<file path="src/rtl/output_bram_reader_pkg.sv">
// Shared definitions for the Output BRAM read-back path: data/address widths,
// default feature-map geometry, BRAM latency and the reader FSM encoding.
package output_bram_reader_pkg;

   localparam int DATA_W_DEF   = 16;
   localparam int ADDR_W_DEF   = 18;
   localparam int MAX_ROW_DEF  = 5;
   localparam int MAX_COL_DEF  = 5;
   localparam int BRAM_LAT_DEF = 2;

   typedef enum logic [1:0] {
      S_IDLE  = 2'd0,
      S_ISSUE = 2'd1,
      S_DRAIN = 2'd2,
      S_FIN   = 2'd3
   } state_e;

   // Two spare slots beyond the read latency keep full rate with m_ready high.
   function automatic int fifo_depth(input int bram_lat);
      return bram_lat + 2;
   endfunction

endpackage

</file>
<file path="src/rtl/stream_fifo.sv">
// Small show-ahead FIFO: the head entry is always visible on head_data and
// count reports occupancy so the producer can run credit-based flow control.
module stream_fifo #(
   parameter int DEPTH = 4,
   parameter int WIDTH = 18,
   parameter int CNT_W = $clog2(DEPTH + 1)
) (
   input  logic             clk,
   input  logic             rst,
   input  logic             push,
   input  logic [WIDTH-1:0] push_data,
   input  logic             pop,
   output logic [WIDTH-1:0] head_data,
   output logic [CNT_W-1:0] count
);

   localparam int PTR_W = (DEPTH > 1) ? $clog2(DEPTH) : 1;

   logic [WIDTH-1:0] mem_q [DEPTH];
   logic [PTR_W-1:0] wr_ptr_q, wr_ptr_d;
   logic [PTR_W-1:0] rd_ptr_q, rd_ptr_d;
   logic [CNT_W-1:0] count_q, count_d;
   logic             do_push, do_pop;

   function automatic logic [PTR_W-1:0] ptr_inc(input logic [PTR_W-1:0] p);
      return (p == PTR_W'(DEPTH - 1)) ? '0 : p + PTR_W'(1);
   endfunction

   // NOTE: every signal written here gets a value before any condition, so no latch is inferred.
   always_comb begin
      do_pop   = pop && (count_q != '0);
      do_push  = push && ((count_q != CNT_W'(DEPTH)) || do_pop);
      wr_ptr_d = do_push ? ptr_inc(wr_ptr_q) : wr_ptr_q;
      rd_ptr_d = do_pop ? ptr_inc(rd_ptr_q) : rd_ptr_q;
      count_d  = count_q;
      if (do_push && !do_pop) begin
         count_d = count_q + CNT_W'(1);
      end else if (!do_push && do_pop) begin
         count_d = count_q - CNT_W'(1);
      end
   end

   // NOTE: state registers use non-blocking assignments so all flops update together at the edge.
   always_ff @(posedge clk or posedge rst) begin
      if (rst) begin
         wr_ptr_q <= '0;
         rd_ptr_q <= '0;
         count_q  <= '0;
      end else begin
         wr_ptr_q <= wr_ptr_d;
         rd_ptr_q <= rd_ptr_d;
         count_q  <= count_d;
      end
   end

   // NOTE: storage is not reset; count_q alone decides which entries are meaningful.
   always_ff @(posedge clk) begin
      if (do_push) begin
         mem_q[wr_ptr_q] <= push_data;
      end
   end

   assign head_data = mem_q[rd_ptr_q];
   assign count     = count_q;

endmodule

</file>
<file path="src/rtl/output_bram_reader.sv">
// Walks one output feature map in raster order, reads it from the Output BRAM
// and streams it on valid/ready with row and frame markers.
module output_bram_reader
   import output_bram_reader_pkg::*;
#(
   parameter int MAX_ROW  = MAX_ROW_DEF,
   parameter int MAX_COL  = MAX_COL_DEF,
   parameter int ADDR_W   = ADDR_W_DEF,
   parameter int DATA_W   = DATA_W_DEF,
   parameter int BRAM_LAT = BRAM_LAT_DEF
) (
   input  logic              clk,
   input  logic              rst,
   input  logic              start,
   output logic              busy,
   output logic              done,
   output logic              Output_BRAM_en,
   output logic [ADDR_W-1:0] Output_read_addr,
   input  logic [DATA_W-1:0] Output_read_data,
   output logic [DATA_W-1:0] m_data,
   output logic              m_valid,
   input  logic              m_ready,
   output logic              m_row_end,
   output logic              m_last
);

   localparam int DEPTH = fifo_depth(BRAM_LAT);
   localparam int CNT_W = $clog2(DEPTH + 1);
   localparam int OCC_W = $clog2(2 * DEPTH + 1);
   localparam int ROW_W = $clog2(MAX_ROW + 1);
   localparam int COL_W = $clog2(MAX_COL + 1);
   localparam int ENT_W = DATA_W + 2;

   state_e              state_q, state_d;
   logic [ADDR_W-1:0]   addr_q, addr_d;
   logic [ROW_W-1:0]    row_q, row_d;
   logic [COL_W-1:0]    col_q, col_d;
   logic [BRAM_LAT-1:0] pipe_vld_q, pipe_vld_d;
   logic [BRAM_LAT-1:0] pipe_row_end_q, pipe_row_end_d;
   logic [BRAM_LAT-1:0] pipe_last_q, pipe_last_d;
   logic [CNT_W-1:0]    fifo_cnt;
   logic [ENT_W-1:0]    head;
   logic [OCC_W-1:0]    occupancy;
   logic                issue, pop, credit_ok;
   logic                row_end_now, last_now;

   assign row_end_now = (col_q == COL_W'(MAX_COL - 1));
   assign last_now    = row_end_now && (row_q == ROW_W'(MAX_ROW - 1));
   assign pop         = m_valid && m_ready;

   // Every read in flight already owns a FIFO slot; a slot freed by this cycle's pop is reusable.
   always_comb begin
      occupancy = OCC_W'(fifo_cnt);
      for (int i = 0; i < BRAM_LAT; i++) begin
         occupancy = occupancy + OCC_W'(pipe_vld_q[i]);
      end
      if (pop) begin
         occupancy = occupancy - OCC_W'(1);
      end
      credit_ok = (occupancy < OCC_W'(DEPTH));
   end

   always_comb begin
      state_d = state_q;
      addr_d  = addr_q;
      row_d   = row_q;
      col_d   = col_q;
      issue   = 1'b0;
      busy    = 1'b0;
      done    = 1'b0;
      case (state_q)
         S_IDLE: begin
            if (start) begin
               state_d = S_ISSUE;
               addr_d  = '0;
               row_d   = '0;
               col_d   = '0;
            end
         end
         S_ISSUE: begin
            busy = 1'b1;
            if (credit_ok) begin
               issue = 1'b1;
               if (last_now) begin
                  state_d = S_DRAIN;
               end else begin
                  addr_d = addr_q + ADDR_W'(1);
                  if (row_end_now) begin
                     col_d = '0;
                     row_d = row_q + ROW_W'(1);
                  end else begin
                     col_d = col_q + COL_W'(1);
                  end
               end
            end
         end
         S_DRAIN: begin
            busy = 1'b1;
            if (pop && m_last) begin
               state_d = S_FIN;
            end
         end
         S_FIN: begin
            done    = 1'b1;
            state_d = S_IDLE;
         end
         default: state_d = S_IDLE;
      endcase
   end

   // Sideband flags ride with the valid bit so they meet their data at the FIFO input.
   always_comb begin
      pipe_vld_d        = pipe_vld_q;
      pipe_row_end_d    = pipe_row_end_q;
      pipe_last_d       = pipe_last_q;
      pipe_vld_d[0]     = issue;
      pipe_row_end_d[0] = row_end_now;
      pipe_last_d[0]    = last_now;
      for (int i = 1; i < BRAM_LAT; i++) begin
         pipe_vld_d[i]     = pipe_vld_q[i-1];
         pipe_row_end_d[i] = pipe_row_end_q[i-1];
         pipe_last_d[i]    = pipe_last_q[i-1];
      end
   end

   always_ff @(posedge clk or posedge rst) begin
      if (rst) begin
         state_q        <= S_IDLE;
         addr_q         <= '0;
         row_q          <= '0;
         col_q          <= '0;
         pipe_vld_q     <= '0;
         pipe_row_end_q <= '0;
         pipe_last_q    <= '0;
      end else begin
         state_q        <= state_d;
         addr_q         <= addr_d;
         row_q          <= row_d;
         col_q          <= col_d;
         pipe_vld_q     <= pipe_vld_d;
         pipe_row_end_q <= pipe_row_end_d;
         pipe_last_q    <= pipe_last_d;
      end
   end

   stream_fifo #(
      .DEPTH (DEPTH),
      .WIDTH (ENT_W),
      .CNT_W (CNT_W)
   ) u_fifo (
      .clk       (clk),
      .rst       (rst),
      .push      (pipe_vld_q[BRAM_LAT-1]),
      .push_data ({pipe_last_q[BRAM_LAT-1], pipe_row_end_q[BRAM_LAT-1], Output_read_data}),
      .pop       (pop),
      .head_data (head),
      .count     (fifo_cnt)
   );

   assign Output_BRAM_en   = issue;
   assign Output_read_addr = addr_q;

   // Outputs are gated by valid so a reset or empty FIFO presents all zeros.
   assign m_valid   = (fifo_cnt != '0);
   assign m_data    = m_valid ? head[DATA_W-1:0] : '0;
   assign m_row_end = m_valid && head[DATA_W];
   assign m_last    = m_valid && head[DATA_W+1];

endmodule
</file>
<file path="config.mk">
export PLATFORM = sky130hd
export DESIGN_NAME = output_bram_reader
export DESIGN_NICKNAME = d
export VERILOG_FILES = /design/src/rtl/output_bram_reader_pkg.sv /design/src/rtl/stream_fifo.sv /design/src/rtl/output_bram_reader.sv
export SDC_FILE = /design/constraint.sdc
export NUM_CORES = 1
export LEC_CHECK = 0
export CAP_MARGIN = 20
export CELL_PAD_IN_SITES_DETAIL_PLACEMENT = 0
export CELL_PAD_IN_SITES_GLOBAL_PLACEMENT = 1
export CORE_ASPECT_RATIO = 1.75
export CORE_MARGIN = 2
export CORE_UTILIZATION = 34
export CTS_BUF_LIST = sky130_fd_sc_hd__clkbuf_8 sky130_fd_sc_hd__clkbuf_16
export DETAILED_ROUTE_END_ITERATION = 12
export PLACE_DENSITY = 0.7
export SLEW_MARGIN = 5
export SYNTH_ARGS = -nofsm -noshare
export SYNTH_HDL_FRONTEND = slang
export SYNTH_SLANG_ARGS = --single-unit
</file>
<file path="constraint.sdc">
create_clock -name clk -period 7.6 [get_ports clk]
set_input_delay 0.76 -clock clk [delete_from_list [all_inputs] [get_ports clk]]
set_output_delay 0.76 -clock clk [all_outputs]
set_load 0.005 [all_outputs]
</file>
Word-level counts from Yosys, hierarchy flattened
Memories as Yosys holds them, arrays and structs flattened.
Cells that the tools add are included.
{"block": "classes", "n_addsub": 10, "order_cmp": 1, "n_eq_ne": 14, "n_mux": 30, "reduce_logical": 20}
{"cell": "$mux 18", "n": 3}
{"cell": "$pmux 18 s2", "n": 1}
{"cell": "$mux 3", "n": 9}
{"cell": "$add 18x1->18 const B", "n": 1}
{"cell": "$mux 16", "n": 1}
{"cell": "$mux 2", "n": 6}
{"cell": "$ne 2x2->1 const B", "n": 6}
{"cell": "$pmux 3 s2", "n": 2}
{"cell": "$add 3x1->3 const B", "n": 3}
{"cell": "$logic_and 1x1->1", "n": 9}
{"cell": "$eq 2x2->1 const B", "n": 4}
{"cell": "$pmux 2 s4", "n": 1}
{"cell": "$reduce_and 4->1", "n": 2}
{"cell": "$eq 3x3->1 const B", "n": 2}
{"cell": "$mux 1", "n": 6}
{"cell": "$reduce_and 5->1", "n": 1}
{"cell": "$add 2x1->2 const B", "n": 2}
{"cell": "$add 3x1->4", "n": 1}
{"cell": "$add 4x1->4", "n": 1}
{"cell": "$lt 4x3->1 const B", "n": 1}
{"cell": "$mux 4", "n": 1}
{"cell": "$reduce_bool 2->1", "n": 2}
{"cell": "$sub 4x1->4 const B", "n": 1}
{"cell": "$ne 3x3->1 const B", "n": 1}
{"cell": "other kinds (7)", "n": 8}
{"block": "word_totals", "reg_bits": 39, "ram_bits": 72, "out_inout_bits": 40, "mem_count": 1}
{"name": "u_fifo.mem_q", "words": 4, "width": 18, "read_ports": 1, "rd_clocked_by_memory_dff": 0, "write_ports": 1, "line_no": "stream_fifo.sv:19", "source": "logic [WIDTH-1:0] mem_q [DEPTH];"}

Logic depth before layout (Yosys ltp)
Gate-level depths: netlist of run 1.
{"block": "logic_depth", "depth_word": 9, "depth_mapped": 13}

By module
A second synthesis of run 1 with hierarchy kept.
{"block": "hier_totals", "cells_unflattened": 344, "area_unflattened_um2": 4983.5}
{"module": "stream_fifo", "n_inst": 1, "cells_per_inst": 130, "area_each_um2": 3019.1}
{"module": "output_bram_reader", "n_inst": 1, "cells_per_inst": 214, "area_each_um2": 1964.4}

Worst setup path before layout of run 1
OpenSTA, ideal clock, no wires.
{"block": "synth_path", "kind": "register to register", "from": "register u_fifo.count_q[0] (netlist: u_fifo.count[0])", "to": "register addr_q[10] (netlist: Output_read_addr[10])", "setup_ns": 0.083, "arrival_ns": 2.832, "path_slack_ns": 4.685, "stages_incl_launch_ff": 11, "synth_period_minus_slack_ns": 2.915, "path_cell_list": "dfrtp_1 > fa_1 > ha_1 > nor3b_4 > xnor2_1 > a221o_1 > buf_6 > or2_1 > clkbuf_1 > or4_1 > o21ai_0"}
{"block": "synth_via", "elab_chain_len": 7, "elab_cells_between_ends": 9, "cone_classes": "add/sub: 3; order compare: 1; eq/ne: 1; mux: 1; reduce/logical: 3"}
{"element": "start: declaration", "line_no": "stream_fifo.sv:22", "source": "logic [CNT_W-1:0] count_q, count_d;"}
{"element": "start signal: assignment", "line_no": "stream_fifo.sv:52", "source": "count_q <= count_d;"}
{"element": "$add 3x1->4", "line_no": "output_bram_reader.sv:55", "source": "occupancy = occupancy + OCC_W'(pipe_vld_q[i]);"}
{"element": "$add 4x1->4", "line_no": "output_bram_reader.sv:55"}
{"element": "$sub 4x1->4", "line_no": "output_bram_reader.sv:58", "source": "occupancy = occupancy - OCC_W'(1);"}
{"element": "$mux 4 (*)", "line_no": "output_bram_reader.sv:57", "source": "if (pop) begin"}
{"element": "$lt 4x3->1 (*)", "line_no": "output_bram_reader.sv:60", "source": "credit_ok = (occupancy < OCC_W'(DEPTH));"}
{"element": "$ne 2x2->1 (no source line) (*)"}
{"element": "$reduce_and 4->1 (no source line) (*)"}
{"element": "end signal: assignment", "line_no": "output_bram_reader.sv:137", "source": "addr_q <= addr_d;"}
{"element": "end: declaration", "line_no": "output_bram_reader.sv:35", "source": "logic [ADDR_W-1:0] addr_q, addr_d;"}
Mark *: on every way between the ends. The rest lies on a longest branch, timed or not.
A chain may end at the register's enable or synchronous reset.

Worst setup path in the final report of run 1
{"block": "layout_path", "from": "register u_fifo.count_q[0] (netlist: u_fifo.count[0])", "to": "output Output_BRAM_en"}
{"block": "layout_via", "elab_chain_len": 7, "elab_cells_between_ends": 9, "cone_classes": "add/sub: 3; order compare: 1; mux: 3; reduce/logical: 2"}
{"element": "$add 3x1->4", "line_no": "output_bram_reader.sv:55"}
{"element": "$add 4x1->4", "line_no": "output_bram_reader.sv:55"}
{"element": "$sub 4x1->4", "line_no": "output_bram_reader.sv:58"}
{"element": "$mux 4 (*)", "line_no": "output_bram_reader.sv:57"}
{"element": "$lt 4x3->1 (*)", "line_no": "output_bram_reader.sv:60"}
{"element": "$mux 1 (*)", "line_no": "output_bram_reader.sv:82", "source": "if (credit_ok) begin"}
{"element": "$mux 1 (*)", "line_no": "output_bram_reader.sv:71", "source": "case (state_q)"}
{"element": "end: declaration", "line_no": "output_bram_reader.sv:17", "source": "output logic Output_BRAM_en,"}
Marked as above.

==> results of run 1 <==
-- per-layer routing --
metal  track usage [%]  vias to the layer above  wire length [µm]
met1             13.95                     1449              3673
met5                 0                        -                 0
met3             2.453                        8               249
met2             25.11                       42              5497
li1                  -                     1376                 -
met4             5.402                        0               148
-- power breakdown --
group | switching, mW | internal [mW] | total [mW]
clock network | 0.226 | 0.230 | 0.457
logic | 0.362 | 0.422 | 0.783
registers | 0.0842 | 0.749 | 0.833
-- worst paths after layout --
check	end	slack (ps)	cells past startpoint
max	Output_BRAM_en	3810	8
min	pipe_last_q[1]	350	0
max reg2reg	Output_read_addr[7]	4190	8
min reg2reg	pipe_last_q[1]	350	0
max in group asynchronous	Output_read_addr[7]	6380	3
min in group asynchronous	col_q[0]	850	3
-- critical path, cell delays in order (launching register included) --
cell	delay, ps
dfrtp_1	460
fa_1	460
ha_1	330
nor3b_4	230
nand3_1	120
nor2b_1	170
o22ai_1	200
and2_1	190
clkdlybuf4s50_1	530
-- per-stage QoR --
step	cells	total power, mW
finish	584	2.073
global route	584	2.218
CTS	583	2.111
detailed placement	567	1.651
global placement	567	1.628
floorplan	340	1.328
-- cell usage after synthesis, drive strengths merged (2+ instances only) --
cell    number  area (µm²)
fa           2       40.04
buf          5       28.78
mux2         3       33.78
and3         3       18.77
clkbuf       9       33.78
xnor2       11       96.34
nand2       22       82.58
o21ai       13       65.06
inv         16       60.06
nor2        16       60.06
nand4b       3       26.28
or2          2       12.52
mux4        18       405.4
or3          6       37.54
and2        24       150.1
nand2b       2       12.51
edfxtp      72        2162
or4          3       22.52
o211ai       3       22.52
ha          17       212.7
nand4        6       37.54
a21oi        8       40.04
dfrtp       39       975.9
nor3b        3       33.78
nor4         3       18.77
nand3       12       60.06
nor3         3       15.01
-- layout make-up --
cell class / instances / area share, %
Sequential cell: 111 / 52.57
Multi-Input combinational cell: 199 / 27.58
Timing Repair Buffer: 62 / 10.27
Clock buffer: 9 / 3.773
Tap cell: 180 / 3.773
Clock inverter: 7 / 1.027
Inverter: 16 / 1.006
-- cells by family (layout without fill, tap and decap cells) --
kind of cell	Yosys count	count (layout)	synth area share [%]
multiplexers	22	22	9.165
AO/OA/AOI/OAI	34	34	4.315
XOR/XNOR	12	12	2.144
flip-flops	111	111	64.03
buffers and inverters	30	94	2.502
AND/OR/NAND/NOR	112	112	12.69
adder cells (fa/ha/maj)	19	19	5.157
-- flip-flops by register name (all words and copies together) (netlist names) --
| signal | cells |
|---|---|
| Output_read_addr | 18 |
| col_q | 3 |
| pipe_last_q | 2 |
| pipe_row_end_q | 2 |
| pipe_vld_q | 2 |
| row_q | 3 |
| state_q | 2 |
| u_fifo.count | 3 |
| u_fifo.mem_q | 72 |
| u_fifo.rd_ptr_q | 2 |
| u_fifo.wr_ptr_q | 2 |
==> results.cfg, run 1 <==
[final_layout]
layout_common_cells = 72 x edfxtp_1, 59 x clkdlybuf4s50_1, 39 x dfrtp_1
n_fill_cell = 1365
register_area_um2 = 3138
final_nets = 438
final_util_pct = 41.97
drive_above_1_share_pct = 10.40
stdcell_area_um2 = 5969
multiInputGateArea_um2 = 1647
area_growth_pct = 21.80
layout_commonest_cell = edfxtp_1
antenna_cells = 0

[floorplanning]
die_h_um = 162.8
die_area_um2 = 15430
row_count = 58
core-area_um2 = 14220
die_x_um = 94.76
io_pins = 60
start_util_pct = 34.46

[placement]
dp_slack_ps = 4042
place_area_um2 = 5675
dp_hpwl_um = 6409
io_buffers = 59
gp_congestion = 0.7454

[timing]
finalSetupViolCount = 0
whs_ps = 348.3
finalCriticalPeriod_ps = 3794
fmax_ghz = 0.2636
fin_ws_ps = 3806
max_slew_margin_pct = 33.32
fin_worst_skew_ps = 12.73
hold_viol = 0
rsz0062_at_grt = false
maxSlewViolCount = 0
tightestPinTransition_ps = 986.1
final.setup.tns_ps = 0
period_share_pct = 49.92

[synth]
ys_types = 47
synthFlopType = edfxtp_1
netlist_area_um2 = 4901
syn_avg_cell_area_um2 = 14.41
syn_inst = 340
syn-num-nets = 379
async_flop_share_pct = 35.14
synth_edf_count = 72
seq_area_frac_synth_pct = 64.03
synth_warnings = 0
synth.ff_latch_count = 111

[setup_path]
cp-start-kind = register
crit_type = register to output pin
required_ps = 6840
startpoint = u_fifo.count[0]
worstReg2RegStart = u_fifo.count[0]
cp.arrival_ps = 3030
critPathMaxFanout = 5
worstSetupEndpointType = output pin

[power]
ir_worst_vdd_v = 0.0001458
powerDensity_nw_per_um2 = 347.3
p_leak_nw = 2.191

[clocking]
post_cts_resized = 0
postCtsSetupRepairBufs = 0
clockRootBuffer = clkbuf_16
clk_pin_slew_ps = 70
clk_latency_ps = 350
cts_hold_buf = 0
cts_buffers = 9
cts_buffer_depth = 2
cts_tree = done
h-tree-depth = 3
clock_sinks = 111

[run_status]
status = completed

[grt]
grt_max_degree = 40
antenna_found_initial = 0
grt_use_total_pct = 13.25
grt-ovfl-total = 0
grt_pass1_wl_um = 15350
grt_pass1_vias = 3014

[drt]
vias = 2875
drtPass1Iterations = 6
drt_iter0_drc = 184
avgRoutedWirePerCell_um = 16.38
vias_per_cell = 4.923
drt_wl_total_um = 9568
final_antenna_net_count = 0
drc = 0

[run]
cap_violations = 0

[min_path]
min_from = pipe_last_q[0]
hold_class = register to register
No activity file was read; power rests on OpenSTA's default activity.
==> inputs of run 2 (changes only) <==
==> constraint.sdc (replaced) <==
create_clock -name clk -period 3.52 [get_ports clk]
set_input_delay 0.352 -clock clk [delete_from_list [all_inputs] [get_ports clk]]
set_output_delay 0.352 -clock clk [all_outputs]
set_load 0.005 [all_outputs]
==> results.cfg, run 2 (synthesized netlist as in run 1, its figures left out) <==
[run_status]
status = completed

[floorplanning]
io_pins = 60
row_count = 58
die_x_um = 94.76
start_util_pct = 34.46
core-area_um2 = 14220
die_area_um2 = 15430
die_h_um = 162.8

[final_layout]
layout_commonest_cell = edfxtp_1
n_fill_cell = 1356
largest_reg_flops = 72
top_register = u_fifo.mem_q
final_util_pct = 42.30
stdcell_area_um2 = 6017
fin_cells = 590
final_nets = 444
layout_common_cells = 72 x edfxtp_1, 59 x clkdlybuf4s50_1, 39 x dfrtp_1
area_growth_pct = 22.77
antenna_cells = 0
drive_above_1_share_pct = 11.71

[timing]
fin_ws_ps = 171.0
tightestPinTransition_ps = 1045
hold_viol = 0
fmax_ghz = 0.2986
finalCriticalPeriod_ps = 3349
rsz0062_at_grt = false
maxSlewViolCount = 0
whs_ps = 351.7
final.setup.tns_ps = 0
fin_worst_skew_ps = 10.14
finalSetupViolCount = 0
period_share_pct = 95.14
max_slew_margin_pct = 30.05

[clocking]
cts_hold_buf = 0
clockRootBuffer = clkbuf_16
clock_sinks = 111
h-tree-depth = 3
post_cts_resized = 0
clk_pin_slew_ps = 70
cts_buffer_depth = 2
cts_tree = done
clk_latency_ps = 340
cts_buffers = 9
postCtsSetupRepairBufs = 0

[grt]
grt_pass1_wl_um = 15130
grt-ovfl-total = 0
grt_max_degree = 40
grt_pass1_vias = 3038
antenna_found_initial = 0
grt_use_total_pct = 12.74

[setup_path]
required_ps = 3170
cp-start-kind = register
cp.arrival_ps = 3000
crit_type = register to output pin
critPathMaxFanout = 5
worstSetupEndpointType = output pin

[drt]
drt_wl_total_um = 9229
drc = 0
vias = 2899
avgRoutedWirePerCell_um = 15.64
vias_per_cell = 4.914
drt_iter0_drc = 143
final_antenna_net_count = 0
drtPass1Iterations = 4

[power]
ir_worst_vdd_v = 0.0002480
powerDensity_nw_per_um2 = 746.9
power.total_mw = 4.494
p_leak_nw = 2.225

[placement]
dp_slack_ps = 333.6
io_buffers = 59
dp.cells = 574
place_area_um2 = 5722
gp_congestion = 0.7949
dp_hpwl_um = 6479

[run]
cap_violations = 0

[min_path]
hold_class = register to register
==> run 2: cell types whose count changed in the layout (fill, tap and decap cells not counted) <==
cell | before | now
buf_4 | 3 | 9
inv_6 | 3 | 2
nor4bb_2 | 1 | 0
inv_8 | 2 | 3
nor4bb_1 | 0 | 1
o22ai_2 | 0 | 1
o22ai_1 | 1 | 0
==> run 2: where the power goes <==
group	switching [mW]	internal, mW
clock	0.476	0.500
combinational	0.786	0.936
sequential	0.182	1.61
==> run 2: path summary, 6_finish.rpt <==
kind / start / endpoint / slack (ps) / cells after the start
setup reg to reg: u_fifo.count[0] / Output_read_addr[10] / 270 / 8
max in group asynchronous: rst / Output_read_addr[8] / 2700 / 3
min in group asynchronous: rst / col_q[1] / 450 / 3
hold / removal: pipe_last_q[0] / pipe_last_q[1] / 350 / 0
setup / recovery: u_fifo.count[0] / Output_BRAM_en / 170 / 8
hold reg to reg: pipe_last_q[0] / pipe_last_q[1] / 350 / 0
==> run 2: critical path: stages (launching register included) <==
cell	delay [ps]
dfrtp_1	460
fa_1	460
ha_1	330
nor3b_4	230
nand3_1	120
nor2b_1	150
o22ai_2	170
and2_1	190
clkdlybuf4s50_1	530
==> run 2: final cells by class <==
class	instances	area, µm²	share of cell area (%)
well taps	180	225.2	3.743
multi-input cells	199	1647	27.37
inverters	16	60.06	0.9981
flip-flops and latches	111	3138	52.15
clock buffers	9	225.2	3.743
repair buffers	68	658.1	10.94
clock inverters	7	63.81	1.061
==> run 2: metal layers <==
metal / vias up / routed length, µm / track usage (%)
met5: - / 0 / 0
met4: 0 / 160 / 4.809
met2: 50 / 5170 / 23.47
met3: 7 / 248 / 2.036
met1: 1452 / 3649 / 14.45
li1: 1390 / - / -
